$ cat config.mk
export PLATFORM = sky130hd
export DESIGN_NAME = dmem_arbiter_flat
export DESIGN_NICKNAME = d
export VERILOG_FILES = /design/src/rtl/dmem_arbiter_pkg.sv /design/src/rtl/dmem_arbiter_if.sv /design/src/rtl/dmem_arbiter_sat_counter.sv /design/src/rtl/dmem_arbiter.sv /design/src/flat_wrapper.sv
export SDC_FILE = /design/constraint.sdc
export NUM_CORES = 1
export LEC_CHECK = 0
export ABC_AREA = 1
export BUFFER_PORTS_ARGS = -buffer_cell sky130_fd_sc_hd__buf_2
export CAP_MARGIN = 0
export CORE_AREA = 2 2 122 124
export DETAILED_ROUTE_END_ITERATION = 12
export DIE_AREA = 0 0 124 126
export SYNTH_ARGS = -nofsm -noshare
export SYNTH_HDL_FRONTEND = slang
export SYNTH_HIERARCHICAL = 1
export SYNTH_SLANG_ARGS = --single-unit
$ cat constraint.sdc
create_clock -name clk -period 3.9 [get_ports clk]
set_input_delay 0.585 -clock clk [delete_from_list [all_inputs] [get_ports clk]]
set_output_delay 0.585 -clock clk [all_outputs]
set_load 0.005 [all_outputs]
$ cat src/rtl/dmem_arbiter_pkg.sv
// dmem_arb_pkg: shared defaults and types for the data-memory arbiter.
//   MAX_WAIT_DEF : host wait cycles before the host wins a conflict.
//   DEPTH_DEF    : data-memory depth in 32-bit words.
//   owner_e      : which requester drives the memory port this cycle.
package dmem_arb_pkg;
  localparam int MAX_WAIT_DEF = 4;
  localparam int DEPTH_DEF    = 64;

  typedef enum logic [1:0] {
    OWN_NONE = 2'd0,
    OWN_CPU  = 2'd1,
    OWN_HOST = 2'd2
  } owner_e;
endpackage

$ cat src/rtl/dmem_arbiter_if.sv
// dmem_arbiter_if: bundles the CPU, host and memory sides of the arbiter.
//   slave  : arbiter view (requests in, grants/memory port out).
//   master : environment view (CPU, host and memory model).
// Handshake: cpu_req/host_req are level requests sampled every cycle.
// host_gnt is a same-cycle combinational grant; the host holds
// req/we/addr/wdata stable until it sees host_gnt=1. cpu_stall=1 means
// the CPU access was not performed and must be repeated.
// dbg_owner exposes the grant decision for checkers.
interface dmem_arbiter_if;
  import dmem_arb_pkg::*;

  logic        cpu_req;
  logic        cpu_we;
  logic [31:0] cpu_addr;
  logic [31:0] cpu_wdata;
  logic        cpu_stall;
  logic [31:0] cpu_rdata;

  logic        host_req;
  logic        host_we;
  logic [31:0] host_addr;
  logic [31:0] host_wdata;
  logic        host_gnt;
  logic        host_rvalid;
  logic [31:0] host_rdata;
  logic        host_err;

  logic        mem_we;
  logic [31:0] mem_addr;
  logic [31:0] mem_wdata;
  logic [31:0] mem_rdata;

  logic [15:0] conflict_cnt;
  owner_e      dbg_owner;

  modport slave (
    input  cpu_req, cpu_we, cpu_addr, cpu_wdata,
    output cpu_stall, cpu_rdata,
    input  host_req, host_we, host_addr, host_wdata,
    output host_gnt, host_rvalid, host_rdata, host_err,
    output mem_we, mem_addr, mem_wdata,
    input  mem_rdata,
    output conflict_cnt, dbg_owner
  );

  modport master (
    output cpu_req, cpu_we, cpu_addr, cpu_wdata,
    input  cpu_stall, cpu_rdata,
    output host_req, host_we, host_addr, host_wdata,
    input  host_gnt, host_rvalid, host_rdata, host_err,
    input  mem_we, mem_addr, mem_wdata,
    output mem_rdata,
    input  conflict_cnt, dbg_owner
  );
endinterface

$ cat src/rtl/dmem_arbiter_sat_counter.sv
// sat_counter: up-counter that stops at all-ones.
//   clk     : clock
//   rst_n   : asynchronous active-low clear
//   i_inc   : increment request this cycle
//   o_count : current count
module sat_counter #(
  parameter int WIDTH = 16
) (
  input  logic             clk,
  input  logic             rst_n,
  input  logic             i_inc,
  output logic [WIDTH-1:0] o_count
);
  logic [WIDTH-1:0] r_count;

  always_ff @(posedge clk or negedge rst_n) begin
    if (!rst_n)
      r_count <= '0;
    else if (i_inc && (r_count != {WIDTH{1'b1}}))
      r_count <= r_count + 1'b1;
  end

  assign o_count = r_count;
endmodule

$ cat src/rtl/dmem_arbiter.sv
// dmem_arbiter: shares one data-memory port between a CPU and a host.
//   clk   : clock, all state on rising edge
//   reset : asynchronous active-low reset
//   bus   : dmem_arbiter_if.slave (CPU, host and memory signals)
// The CPU normally wins; a host that has waited MAX_WAIT conflict cycles
// wins the next one and stalls the CPU. Host accesses beyond DEPTH words
// are granted but dropped and flagged on host_err the next cycle.
module dmem_arbiter
  import dmem_arb_pkg::*;
#(
  parameter int MAX_WAIT = MAX_WAIT_DEF,
  parameter int DEPTH    = DEPTH_DEF
) (
  input  logic          clk,
  input  logic          reset,
  dmem_arbiter_if.slave bus
);
  localparam logic [3:0]  MAX_WAIT_W = 4'(MAX_WAIT);
  localparam logic [29:0] DEPTH_W    = 30'(DEPTH);

  logic [3:0]  r_wait_cnt;
  logic        r_host_rvalid;
  logic [31:0] r_host_rdata;
  logic        r_host_err;

  owner_e      w_owner;
  logic        w_conflict;
  logic        w_host_oor;
  logic        w_host_gnt;
  logic [15:0] w_conflict_cnt;
  logic        w_unused;

  // Byte-lane bits of the host address do not select a word.
  assign w_unused = ^bus.host_addr[1:0];

  assign w_conflict = bus.cpu_req & bus.host_req;
  assign w_host_oor = (bus.host_addr[31:2] >= DEPTH_W);

  always_comb begin
    w_owner = OWN_NONE;
    if (!reset)
      w_owner = OWN_NONE;
    else if (bus.host_req && (!bus.cpu_req || (r_wait_cnt == MAX_WAIT_W)))
      w_owner = OWN_HOST;
    else if (bus.cpu_req)
      w_owner = OWN_CPU;
  end

  assign w_host_gnt = (w_owner == OWN_HOST);

  always_comb begin
    bus.mem_we    = 1'b0;
    bus.mem_addr  = '0;
    bus.mem_wdata = '0;
    case (w_owner)
      OWN_CPU: begin
        bus.mem_we    = bus.cpu_we;
        bus.mem_addr  = bus.cpu_addr;
        bus.mem_wdata = bus.cpu_wdata;
      end
      OWN_HOST: begin
        // Out-of-range host writes own the port but never write.
        bus.mem_we    = bus.host_we & ~w_host_oor;
        bus.mem_addr  = bus.host_addr;
        bus.mem_wdata = bus.host_wdata;
      end
      default: ;
    endcase
  end

  // The CPU only stalls when it asked and lost to the host.
  assign bus.cpu_stall = bus.cpu_req & w_host_gnt;
  assign bus.cpu_rdata = bus.mem_rdata;
  assign bus.host_gnt  = w_host_gnt;
  assign bus.dbg_owner = w_owner;

  always_ff @(posedge clk or negedge reset) begin
    if (!reset) begin
      r_wait_cnt    <= '0;
      r_host_rvalid <= 1'b0;
      r_host_rdata  <= '0;
      r_host_err    <= 1'b0;
    end else begin
      if (!bus.host_req || w_host_gnt)
        r_wait_cnt <= '0;
      else if (w_conflict && (r_wait_cnt < MAX_WAIT_W))
        r_wait_cnt <= r_wait_cnt + 4'd1;

      r_host_rvalid <= w_host_gnt & ~bus.host_we & ~w_host_oor;
      r_host_err    <= w_host_gnt & w_host_oor;
      if (w_host_gnt && w_host_oor)
        r_host_rdata <= '0;
      else if (w_host_gnt && !bus.host_we)
        r_host_rdata <= bus.mem_rdata;
    end
  end

  assign bus.host_rvalid = r_host_rvalid;
  assign bus.host_rdata  = r_host_rdata;
  assign bus.host_err    = r_host_err;

  sat_counter #(.WIDTH(16)) u_conflict_cnt (
    .clk     (clk),
    .rst_n   (reset),
    .i_inc   (w_conflict),
    .o_count (w_conflict_cnt)
  );

  assign bus.conflict_cnt = w_conflict_cnt;
endmodule

$ cat src/flat_wrapper.sv
// flat-port wrapper written by rule: the top's interface ports become plain ports
module dmem_arbiter_flat import dmem_arb_pkg::*;
#(
  parameter int MAX_WAIT = MAX_WAIT_DEF,
  parameter int DEPTH    = DEPTH_DEF
)
  (clk, reset, bus_cpu_req, bus_cpu_we, bus_cpu_addr, bus_cpu_wdata, bus_cpu_stall, bus_cpu_rdata, bus_host_req, bus_host_we, bus_host_addr, bus_host_wdata, bus_host_gnt, bus_host_rvalid, bus_host_rdata, bus_host_err, bus_mem_we, bus_mem_addr, bus_mem_wdata, bus_mem_rdata, bus_conflict_cnt, bus_dbg_owner);
  dmem_arbiter_if bus_i ();
  input  logic clk;
  input  logic reset;
  input wire logic [$bits(bus_i.cpu_req)-1:0] bus_cpu_req;
  input wire logic [$bits(bus_i.cpu_we)-1:0] bus_cpu_we;
  input wire logic [$bits(bus_i.cpu_addr)-1:0] bus_cpu_addr;
  input wire logic [$bits(bus_i.cpu_wdata)-1:0] bus_cpu_wdata;
  output wire logic [$bits(bus_i.cpu_stall)-1:0] bus_cpu_stall;
  output wire logic [$bits(bus_i.cpu_rdata)-1:0] bus_cpu_rdata;
  input wire logic [$bits(bus_i.host_req)-1:0] bus_host_req;
  input wire logic [$bits(bus_i.host_we)-1:0] bus_host_we;
  input wire logic [$bits(bus_i.host_addr)-1:0] bus_host_addr;
  input wire logic [$bits(bus_i.host_wdata)-1:0] bus_host_wdata;
  output wire logic [$bits(bus_i.host_gnt)-1:0] bus_host_gnt;
  output wire logic [$bits(bus_i.host_rvalid)-1:0] bus_host_rvalid;
  output wire logic [$bits(bus_i.host_rdata)-1:0] bus_host_rdata;
  output wire logic [$bits(bus_i.host_err)-1:0] bus_host_err;
  output wire logic [$bits(bus_i.mem_we)-1:0] bus_mem_we;
  output wire logic [$bits(bus_i.mem_addr)-1:0] bus_mem_addr;
  output wire logic [$bits(bus_i.mem_wdata)-1:0] bus_mem_wdata;
  input wire logic [$bits(bus_i.mem_rdata)-1:0] bus_mem_rdata;
  output wire logic [$bits(bus_i.conflict_cnt)-1:0] bus_conflict_cnt;
  output wire logic [$bits(bus_i.dbg_owner)-1:0] bus_dbg_owner;
  assign bus_i.cpu_req = bus_cpu_req;
  assign bus_i.cpu_we = bus_cpu_we;
  assign bus_i.cpu_addr = bus_cpu_addr;
  assign bus_i.cpu_wdata = bus_cpu_wdata;
  assign bus_cpu_stall = bus_i.cpu_stall;
  assign bus_cpu_rdata = bus_i.cpu_rdata;
  assign bus_i.host_req = bus_host_req;
  assign bus_i.host_we = bus_host_we;
  assign bus_i.host_addr = bus_host_addr;
  assign bus_i.host_wdata = bus_host_wdata;
  assign bus_host_gnt = bus_i.host_gnt;
  assign bus_host_rvalid = bus_i.host_rvalid;
  assign bus_host_rdata = bus_i.host_rdata;
  assign bus_host_err = bus_i.host_err;
  assign bus_mem_we = bus_i.mem_we;
  assign bus_mem_addr = bus_i.mem_addr;
  assign bus_mem_wdata = bus_i.mem_wdata;
  assign bus_i.mem_rdata = bus_mem_rdata;
  assign bus_conflict_cnt = bus_i.conflict_cnt;
  assign bus_dbg_owner = bus_i.dbg_owner;
  dmem_arbiter #(.MAX_WAIT(MAX_WAIT), .DEPTH(DEPTH)) u_core (.clk(clk), .reset(reset), .bus(bus_i));
endmodule
; Word-level counts from Yosys, hierarchy flattened
; Index checks and enable logic that the tools add are counted.
[word_totals]
reg_bits = 54
out_inout_bits = 151
elab_cells = 43
[classes]
addsub = 2
order_cmp = 2
eq_ne = 4
mux = 10
bitwise_logic = 8
reduce_logical = 12
[ops]
columns = op, count
row1 = 32-bit one-hot mux with 2 select lines, 2
row2 = 32-bit two-way mux, 2
row3 = 30-bit by 7-bit greater-or-equal comparator with 1-bit output (second input constant), 1
row4 = 16-bit by 1-bit adder with 16-bit output (second input constant), 1
row5 = 16-bit inequality test (second input constant), 1
row6 = 4-bit two-way mux, 2
row7 = 1-bit bitwise AND, 6
row8 = 1-bit logical AND, 5
row9 = 4-bit by 1-bit adder with 4-bit output (second input constant), 1
row10 = 4-bit by 3-bit == test with 1-bit output (second input constant), 1
row11 = 4-bit by 3-bit < comparator with 1-bit output (second input constant), 1
row12 = 2-bit two-way mux, 2
row13 = 2-bit nonzero test, 2
row14 = 1-bit zero test, 3
row15 = 2-bit by 1-bit == test with 1-bit output (second input constant), 1
row16 = 2-bit == test (second input constant), 1
row17 = 1-bit logical OR, 2
row18 = 1-bit NOT, 2
row19 = 1-bit one-hot mux with 2 select lines, 1
row20 = 1-bit two-way mux, 1

; Depth between registers and ports, before layout
; Gate-level depths: netlist of run 1.
[logic_depth]
depth_word = 9
depth_mapped = 15
depth_no_buf = 13

; Hierarchy
; The synthesis of run 1 kept the hierarchy.
[modules_own_cells]
columns = mod, instances, cells_each, area_each_um2, seq_area_each_um2
row1 = dmem_arbiter, 1, 453, 2932.8, 950.9
row2 = sat_counter, 1, 149, 1058.5, 400.4

; Worst setup path after synthesis of run 1
; Ideal clock, no wire load.
[synth_path]
path_kind = flip-flop to output port
start = register u_core.r_wait_cnt[0]
end = output port bus_mem_addr[11]
arrival_time_ns = 1.982
required_ns = 3.315
slack_ns = 1.333
stages_incl_launch_ff = 13
path_buffers = 3
cell_sequence = dfrtp_1 > inv_1 > ha_1 > inv_1 > o31ai_1 > nand3_1 > inv_1 > ha_1 > buf_2 > buf_2 > buf_2 > nand2_1 > a21oi_1
[synth_between]
elab_chain_cells = 7
[synth_rtl]
columns = item, line_no
row1 = start: declaration, dmem_arbiter.sv:21  ; logic [3:0] r_wait_cnt;
row2 = start signal: assignment, dmem_arbiter.sv:87  ; r_wait_cnt <= r_wait_cnt + 4'd1;
row3 = 4-bit by 3-bit == test with 1-bit output, dmem_arbiter.sv:43  ; else if (bus.host_req && (!bus.cpu_req || (r_wait_cnt == MAX_WAIT_W)))
row4 = 1-bit logical OR, dmem_arbiter.sv:43
row5 = 1-bit logical AND, dmem_arbiter.sv:43
row6 = 2-bit two-way mux, dmem_arbiter.sv:43
row7 = 2-bit two-way mux, dmem_arbiter.sv:41  ; if (!reset)
row8 = via bus_dbg_owner[1], flat_wrapper.sv:30  ; output wire logic [$bits(bus_i.dbg_owner)-1:0] bus_dbg_owner;
row9 = 2-bit == test, n/a
row10 = via bus_host_gnt, flat_wrapper.sv:21  ; output wire logic [$bits(bus_i.host_gnt)-1:0] bus_host_gnt;
row11 = 32-bit one-hot mux with 2 select lines, dmem_arbiter.sv:55  ; case (w_owner)
row12 = end: declaration, flat_wrapper.sv:26  ; output wire logic [$bits(bus_i.mem_addr)-1:0] bus_mem_addr;
; The timed path passes the listed nets, and every way through them passes these cells.

; Worst setup path in the final report of run 1
[layout_path]
start = register u_core.r_wait_cnt[0]
end = output port bus_mem_addr[22]
[layout_between]
elab_chain_cells = 7
[layout_rtl]
columns = item, line_no
row1 = 4-bit by 3-bit == test with 1-bit output (*), dmem_arbiter.sv:43
row2 = 1-bit logical OR (*), dmem_arbiter.sv:43
row3 = 1-bit logical AND (*), dmem_arbiter.sv:43
row4 = 2-bit two-way mux (*), dmem_arbiter.sv:43
row5 = 2-bit two-way mux (*), dmem_arbiter.sv:41
row6 = 2-bit == test or 2-bit by 1-bit == test with 1-bit output (tied branches), dmem_arbiter.sv:55
row7 = 32-bit one-hot mux with 2 select lines (*), dmem_arbiter.sv:55
; Every way passes the cells marked *; elsewhere a longest branch is shown, timed or not.

==> reports/qor.yml, run 1 <==
clock_tree:
  clkSinkCount: 54
  clock_latency_ns: 0.29
  ctsResizeCount: 0
  cts_tree: "yes"
  cts_buffers: 5
  cts_setup_buffers: 0
  cts.htree.levels: 2
  root_buffer: "clkbuf_16"
  clockBufferDepth: 2
  holdBufCountCts: 0
  path_clk_slew_ns: 0.07
worst_setup_path:
  cp-end-kind: "output port"
  worstPathRequired_ns: 3.31
  regToRegSetupSlack_ns: 1.20
  cp.arrival_ns: 2.66
  worstPathMaxFanout: 28
  ff2ff_path_depth: 13
  crit_type: "flip-flop to output port"
  r2r_start: "u_core/r_wait_cnt[0]"
  rr_endpoint: "u_core/bus.host_rdata[11]"
  critPathCapture: "bus_mem_addr[22]"
  critPathLaunchType: "flip-flop"
  startpoint: "u_core/r_wait_cnt[0]"
synthesis:
  synth_fp_nets: 773
  synthTopCellsByArea: "dfrtp_1 (34%), nand2_1 (24%), a21oi_1 (8.5%), buf_4 (6.6%), nand3_1 (5.0%)"
  syn-cell-area_um2: 3990
  synthCells: 602
  yosys.area.top_type: "dfrtp_1"
  yosys_warnings: 6
  yosysMostFrequentCell: "nand2_1"
  synth_top_area_share_pct: 33.9
  synth_edf_count: 0
  synth_ff_type: "dfrtp_1"
  postSynth.asyncResetShare_pct: 100
  yosys-top-cells-count: "nand2_1 (259), a21oi_1 (68), dfrtp_1 (54)"
  ys_types: 27
  yosysSeqAreaShare_pct: 33.9
  synth.avg_cell_area_um2: 6.63
  synth_seq_cells: 54
drt:
  routed_wl_um: 15200
  vias: 4759
  avgViaCountPerCell: 4.53
  firstDrtPassIters: 4
  post-route-drc-count: 0
  routedWlPerCell_um: 14.5
  initialDrtViolationCount: 268
  postRouteAntennaNets: 0
sta:
  finalHoldViolations: 0
  fin_setup_tns_ns: 0
  relSlewSlack_pct: 56.1
  period_share_pct: 83.1
  fin_skew_ns: 0.00380
  tightest_slew_ns: 0.658
  slew_violations: 0
  period_minus_slack_ns: 3.24
  rsz0062_at_grt: "no"
  fmax_mhz: 309
  setup_viol: 0
flow_run:
  maxCapViolCount: 0
floorplan:
  initial_core_util_pct: 27.9
  core_um2: 14300
  num_rows: 44
  die_w_um: 124
  boundaryPins: 317
  die_y_um: 126
  dieArea_um2: 15600
layout:
  layout-drive-gt1-share_pct: 42.0
  final_area_um2: 5620
  multi_input_area_um2: 2110
  fin_nets: 1037
  final_util_pct: 39.3
  area.sequential_um2: 1350
  antennaDiodeCount: 0
  syn_to_final_growth_pct: 40.8
  nFillCells: 1601
place:
  dp_hpwl_um: 12400
  placed_area_um2: 5450
  gp_congestion: 0.941
  io_buffers: 316
hold_path:
  hold_class: "input pin to asynchronous set/reset pin"
global_routing:
  grtUsageTotal_pct: 18.4
  grt_overflow_total: 0
  grt_max_degree: 55
  grt_pass1_wl_um: 22600
  grt_pass1_vias: 4293
  antenna_found_initial: 1
pwr:
  p_leak_uw: 0.00317
  ir_worst_vdd_uv: 188
  powerDensity_nw_per_um2: 269
run_status:
  status: "complete, no violations"
-- stage by stage --
stage | hold slack [ns] | setup slack [ns] | total power [µW] | cells
floorplan | 0.289 | 1.33 | 823 | 602
global placement | 0.408 | 1.03 | 1010 | 1043
detailed placement | 0.408 | 0.983 | 1010 | 1043
CTS | 0.0905 | 0.656 | 1530 | 1050
global route | 0.0941 | 0.416 | 1610 | 1050
finish | 0.103 | 0.660 | 1510 | 1050
-- how the worst min path moves through the flow --
stage / from / to / slack [ns] / depth (start not counted)
after floorplan: reset / u_core/bus.host_err / 0.29 / 0
after global routing: reset / u_core/r_wait_cnt[3] / 0.09 / 1
after CTS: reset / u_core/r_wait_cnt[3] / 0.09 / 1
final: reset / u_core/r_wait_cnt[3] / 0.10 / 1
after detailed placement: reset / u_core/r_wait_cnt[3] / 0.41 / 1
after global placement: reset / u_core/r_wait_cnt[3] / 0.41 / 1
-- layer usage --
layer / vias up / routed length [µm] / share of wire (%) / track usage [%]
li1: 2395 / - / - / -
met1: 2117 / 6020 / 40 / 22.3
met2: 215 / 7410 / 49 / 30.8
met3: 30 / 1340 / 8.8 / 5.89
met4: 2 / 400 / 2.6 / 6.08
met5: - / 11 / 0.072 / 0
-- layout by cell type, fill, tap and decap left out, drive strengths merged --
master and instances:
a21oi 68, a22oi 2, buf 322, bufinv 1, clkbuf 6, dfrtp 54, ha 5, inv 29
nand2 273, nand3 41, nand4 7, nor2 40, o21ai 11, o31ai 1, xnor2 5, xor2 1
-- report_power, final --
part	switching (µW)	leakage, µW	internal, µW	total (µW)
combinational	202	0.00235	163	365
clock	195	0.0000829	317	512
sequential	43.0	0.000731	590	633
total	440	0.00317	1070	1510
-- worst max-delay path: stages (launching register included) --
cell and delay [ns]:
dfrtp_1 0.41, inv_1 0.07, ha_1 0.13, inv_1 0.03, o31ai_1 0.24, nand2_1 0.09
nand3_1 0.10, inv_1 0.06, ha_2 0.69, buf_4 0.32, a21oi_1 0.07, buf_2 0.13
-- sequential cells by signal, summed over array words and instances (netlist names) --
signal,count
u_core/bus.host_err,1
u_core/bus.host_rdata,32
u_core/bus.host_rvalid,1
u_core/r_wait_cnt,4
u_core/u_conflict_cnt/o_count,16
-- final cells by class --
cell class              instances  area share [%]
clock buffers                   6            2.47
repair buffers                322            29.4
inverters                      29            1.94
flip-flops and latches         54            24.0
well taps                     184            4.10
multi-input cells             454            37.5
clock inverters                 1           0.534
-- logic make-up (layout without fill, tap and decap cells) --
group | Yosys count | after routing | synth area share (%)
buffers and inverters | 94 | 358 | 13.4
adder cells (fa/ha/maj) | 5 | 5 | 1.57
AO/OA/AOI/OAI | 82 | 82 | 10.7
XOR/XNOR | 6 | 6 | 1.32
flip-flops | 54 | 54 | 33.9
AND/OR/NAND/NOR | 361 | 361 | 39.2
Note: power is estimated with default switching activity, not from simulation.
==> inputs of run 2 (changes only) <==
Settings changed: CORE_AREA 2 2 122 124 to 2 2 123 125, DIE_AREA 0 0 124 126 to 0 0 125 127.
Clock period 3.9 ns to 3.2 ns, I/O delays scaled along.
==> reports/qor.yml, run 2 (synthesized netlist as in run 1, its figures left out) <==
run_status:
  status: "complete, no violations"  # unchanged
sta:
  tightest_slew_ns: 0.688  # was 0.658 ns
  rsz0062_at_grt: "no"  # unchanged
  whs_ns: 0.394  # was 0.103 ns
  fin_ws_ns: 0.224  # was 0.660 ns
  relSlewSlack_pct: 54.1  # was 56.1%
  period_minus_slack_ns: 2.98
  setup_viol: 0  # unchanged
  fin_skew_ns: 0.00196  # was 0.00380 ns
  fin_setup_tns_ns: 0  # unchanged
  fmax_mhz: 336
  period_share_pct: 93.0
  finalHoldViolations: 0  # unchanged
  slew_violations: 0  # unchanged
floorplan:
  num_rows: 44  # unchanged
  boundaryPins: 317  # unchanged
  die_y_um: 127  # was 126 µm
  die_w_um: 125  # was 124 µm
  initial_core_util_pct: 27.7  # was 27.9%
  dieArea_um2: 15900  # was 15,600 µm²
  core_um2: 14400  # was 14,300 µm²
layout:
  layout_common_cells: "buf_2 (316), nand2_1 (259), a21oi_1 (68), dfrtp_1 (54), nand3_1 (40)"  # unchanged
  fin_nets: 1038  # was 1,037
  largest_reg_flops: 32  # unchanged
  antennaDiodeCount: 0  # unchanged
  layout-drive-gt1-share_pct: 42.2  # was 42.0%
  layout_commonest_cell: "buf_2"  # unchanged
  final_cells: 1052  # was 1,050
  syn_to_final_growth_pct: 41.9  # was 40.8%
  nFillCells: 1614  # was 1,601
drt:
  postRouteAntennaNets: 0  # unchanged
  vias: 4726  # was 4,759
  routed_wl_um: 15600  # was 15,200 µm
  initialDrtViolationCount: 223  # was 268
  avgViaCountPerCell: 4.49  # was 4.53
  firstDrtPassIters: 5  # was 4
  post-route-drc-count: 0  # unchanged
  routedWlPerCell_um: 14.9  # was 14.5 µm
worst_setup_path:
  critPathLaunchType: "flip-flop"  # unchanged
  crit_type: "flip-flop to output port"  # unchanged
  cp-end-kind: "output port"  # unchanged
  rr_endpoint: "u_core/bus.host_rdata[24]"  # was u_core/bus.host_rdata[11]
  worstPathMaxFanout: 25  # was 28
  worstPathRequired_ns: 2.72  # was 3.31 ns
  startpoint: "u_core/r_wait_cnt[0]"  # unchanged
  cp.arrival_ns: 2.50  # was 2.66 ns
  ff2ff_path_depth: 13  # unchanged
  regToRegSetupSlack_ns: 0.40  # was 1.20 ns
  r2r_start: "u_core/r_wait_cnt[0]"  # unchanged
  critPathCapture: "bus_mem_addr[16]"  # was bus_mem_addr[22]
global_routing:
  top_usage_layer: "met2"  # unchanged
  grtUsageTotal_pct: 18.3  # was 18.4%
  grt_max_degree: 66  # was 55
  grt_pass1_wl_um: 23600  # was 22,600 µm
  antenna_found_initial: 0  # was 1
  grtUsageMet2_pct: 31.8  # was 30.8%
  grt_use_met1_pct: 22.2  # was 22.3%
  grt_overflow_total: 0  # unchanged
  grt_pass1_vias: 4430  # was 4,293
  grtUsageMet3_pct: 4.31  # was 5.89%
place:
  place_ws_ns: 0.127  # was 0.983 ns
  dp_hpwl_um: 12200  # was 12,400 µm
  io_buffers: 316  # unchanged
  gp_congestion: 0.838  # was 0.941
  dp_cells: 1042  # was 1,043
flow_run:
  maxCapViolCount: 0  # unchanged
clock_tree:
  cts_tree: "yes"  # unchanged
  cts_buffers: 5  # unchanged
  path_clk_slew_ns: 0.07  # about the same
  clock_latency_ns: 0.29  # about the same
  cts.htree.levels: 2  # unchanged
  clockBufferDepth: 2  # unchanged
  clkSinkCount: 54  # unchanged
  root_buffer: "clkbuf_16"  # unchanged
pwr:
  pwr-share-seq_pct: 42.7  # was 41.9%
  power_frac_clock_pct: 31.6  # was 33.9%
  p_int_uw: 1240  # was 1070 µW
  p_comb_share_pct: 25.6  # was 24.2%
  p_leak_uw: 0.00318  # was 0.00317 µW
  p_switching_uw: 558  # was 440 µW
  powerDensity_nw_per_um2: 318  # was 269 nW/µm²
  switching_share_pct: 31.0  # was 29.1%
  ir_worst_vdd_uv: 228  # was 188 µV
hold_path:
  hold_class: "input pin to flip-flop"  # was input pin to asynchronous set/reset pin
-- run 2: cell types whose count changed in the layout (fill, tap and decap cells not counted), sizes merged --
cell / before / now
bufinv: 1 / 0
clkbuf: 6 / 7
clkinvlp: 0 / 1
inv: 29 / 30
-- run 2: worst min-delay path by stage --
| stage | start | end | slack (ns) | cells after the start |
|---|---|---|---|---|
| final | bus_mem_rdata[31] | u_core/bus.host_rdata[31] | 0.39 | 3 |
| after global routing | bus_mem_rdata[17] | u_core/bus.host_rdata[17] | 0.41 | 3 |
| after CTS | bus_mem_rdata[31] | u_core/bus.host_rdata[31] | 0.38 | 3 |
| after detailed placement | u_core/bus.host_rdata[15] | u_core/bus.host_rdata[15] | 0.48 | 2 |
| after global placement | u_core/bus.host_rdata[30] | u_core/bus.host_rdata[30] | 0.48 | 2 |
| after floorplan | reset | u_core/bus.host_err | 0.18 | 0 |
-- run 2: repair_timing --
item	in CTS	in global routing
gates cloned	0	1
hold buffers	0	0
gates resized for setup	1	1
setup buffers	0	1
endpoints found under the setup margin	46	45
pin swaps	0	1
-- run 2: stage by stage --
step / instance area (µm²) / utilization [%] / total power (µW)
global placement: 5450 / 37.8 / 1240
CTS: 5610 / 38.9 / 1830
finish: 5670 / 39.3 / 1800
floorplan: 3990 / - / 1000
global route: 5670 / 39.3 / 1930
detailed placement: 5450 / 37.8 / 1240
-- run 2: cell type report --
type	instances	area [µm²]	area share [%]
flip-flops and latches	54	1350	23.9
inverters	29	109	1.92
multi-input cells	454	2130	37.6
repair buffers	323	1690	29.8
well taps	184	230	4.06
clock buffers	6	139	2.45
clock inverters	2	16.3	0.287
-- run 2: critical path, stage by stage (launching register included) --
cell and delay, ns:
dfrtp_1 0.41, inv_1 0.07, ha_1 0.14, inv_1 0.04, o31ai_1 0.29, nand3_1 0.21, inv_1 0.17, ha_4 0.26
buf_12 0.19, nand2_1 0.06, a21oi_1 0.20, buf_2 0.17
-- run 2: power by group through the flow --
| stage | logic (µW) | registers (µW) | clock network (µW) |
|---|---|---|---|
| 6_report | 461 | 769 | 569 |
| 5_1_grt | 520 | 778 | 628 |
| 4_1_cts | 459 | 771 | 596 |
| 3_5_place_dp | 453 | 784 | 0 |
| 3_3_place_gp | 454 | 784 | 0 |
| 2_1_floorplan | 224 | 779 | 0 |
-- run 2: routing by layer --
| layer | part of all wire, % | routed length, µm |
|---|---|---|
| met5 | 0 | 0 |
| met4 | 2.6 | 408 |
| met3 | 7.2 | 1130 |
| met2 | 50 | 7770 |
| met1 | 40 | 6320 |
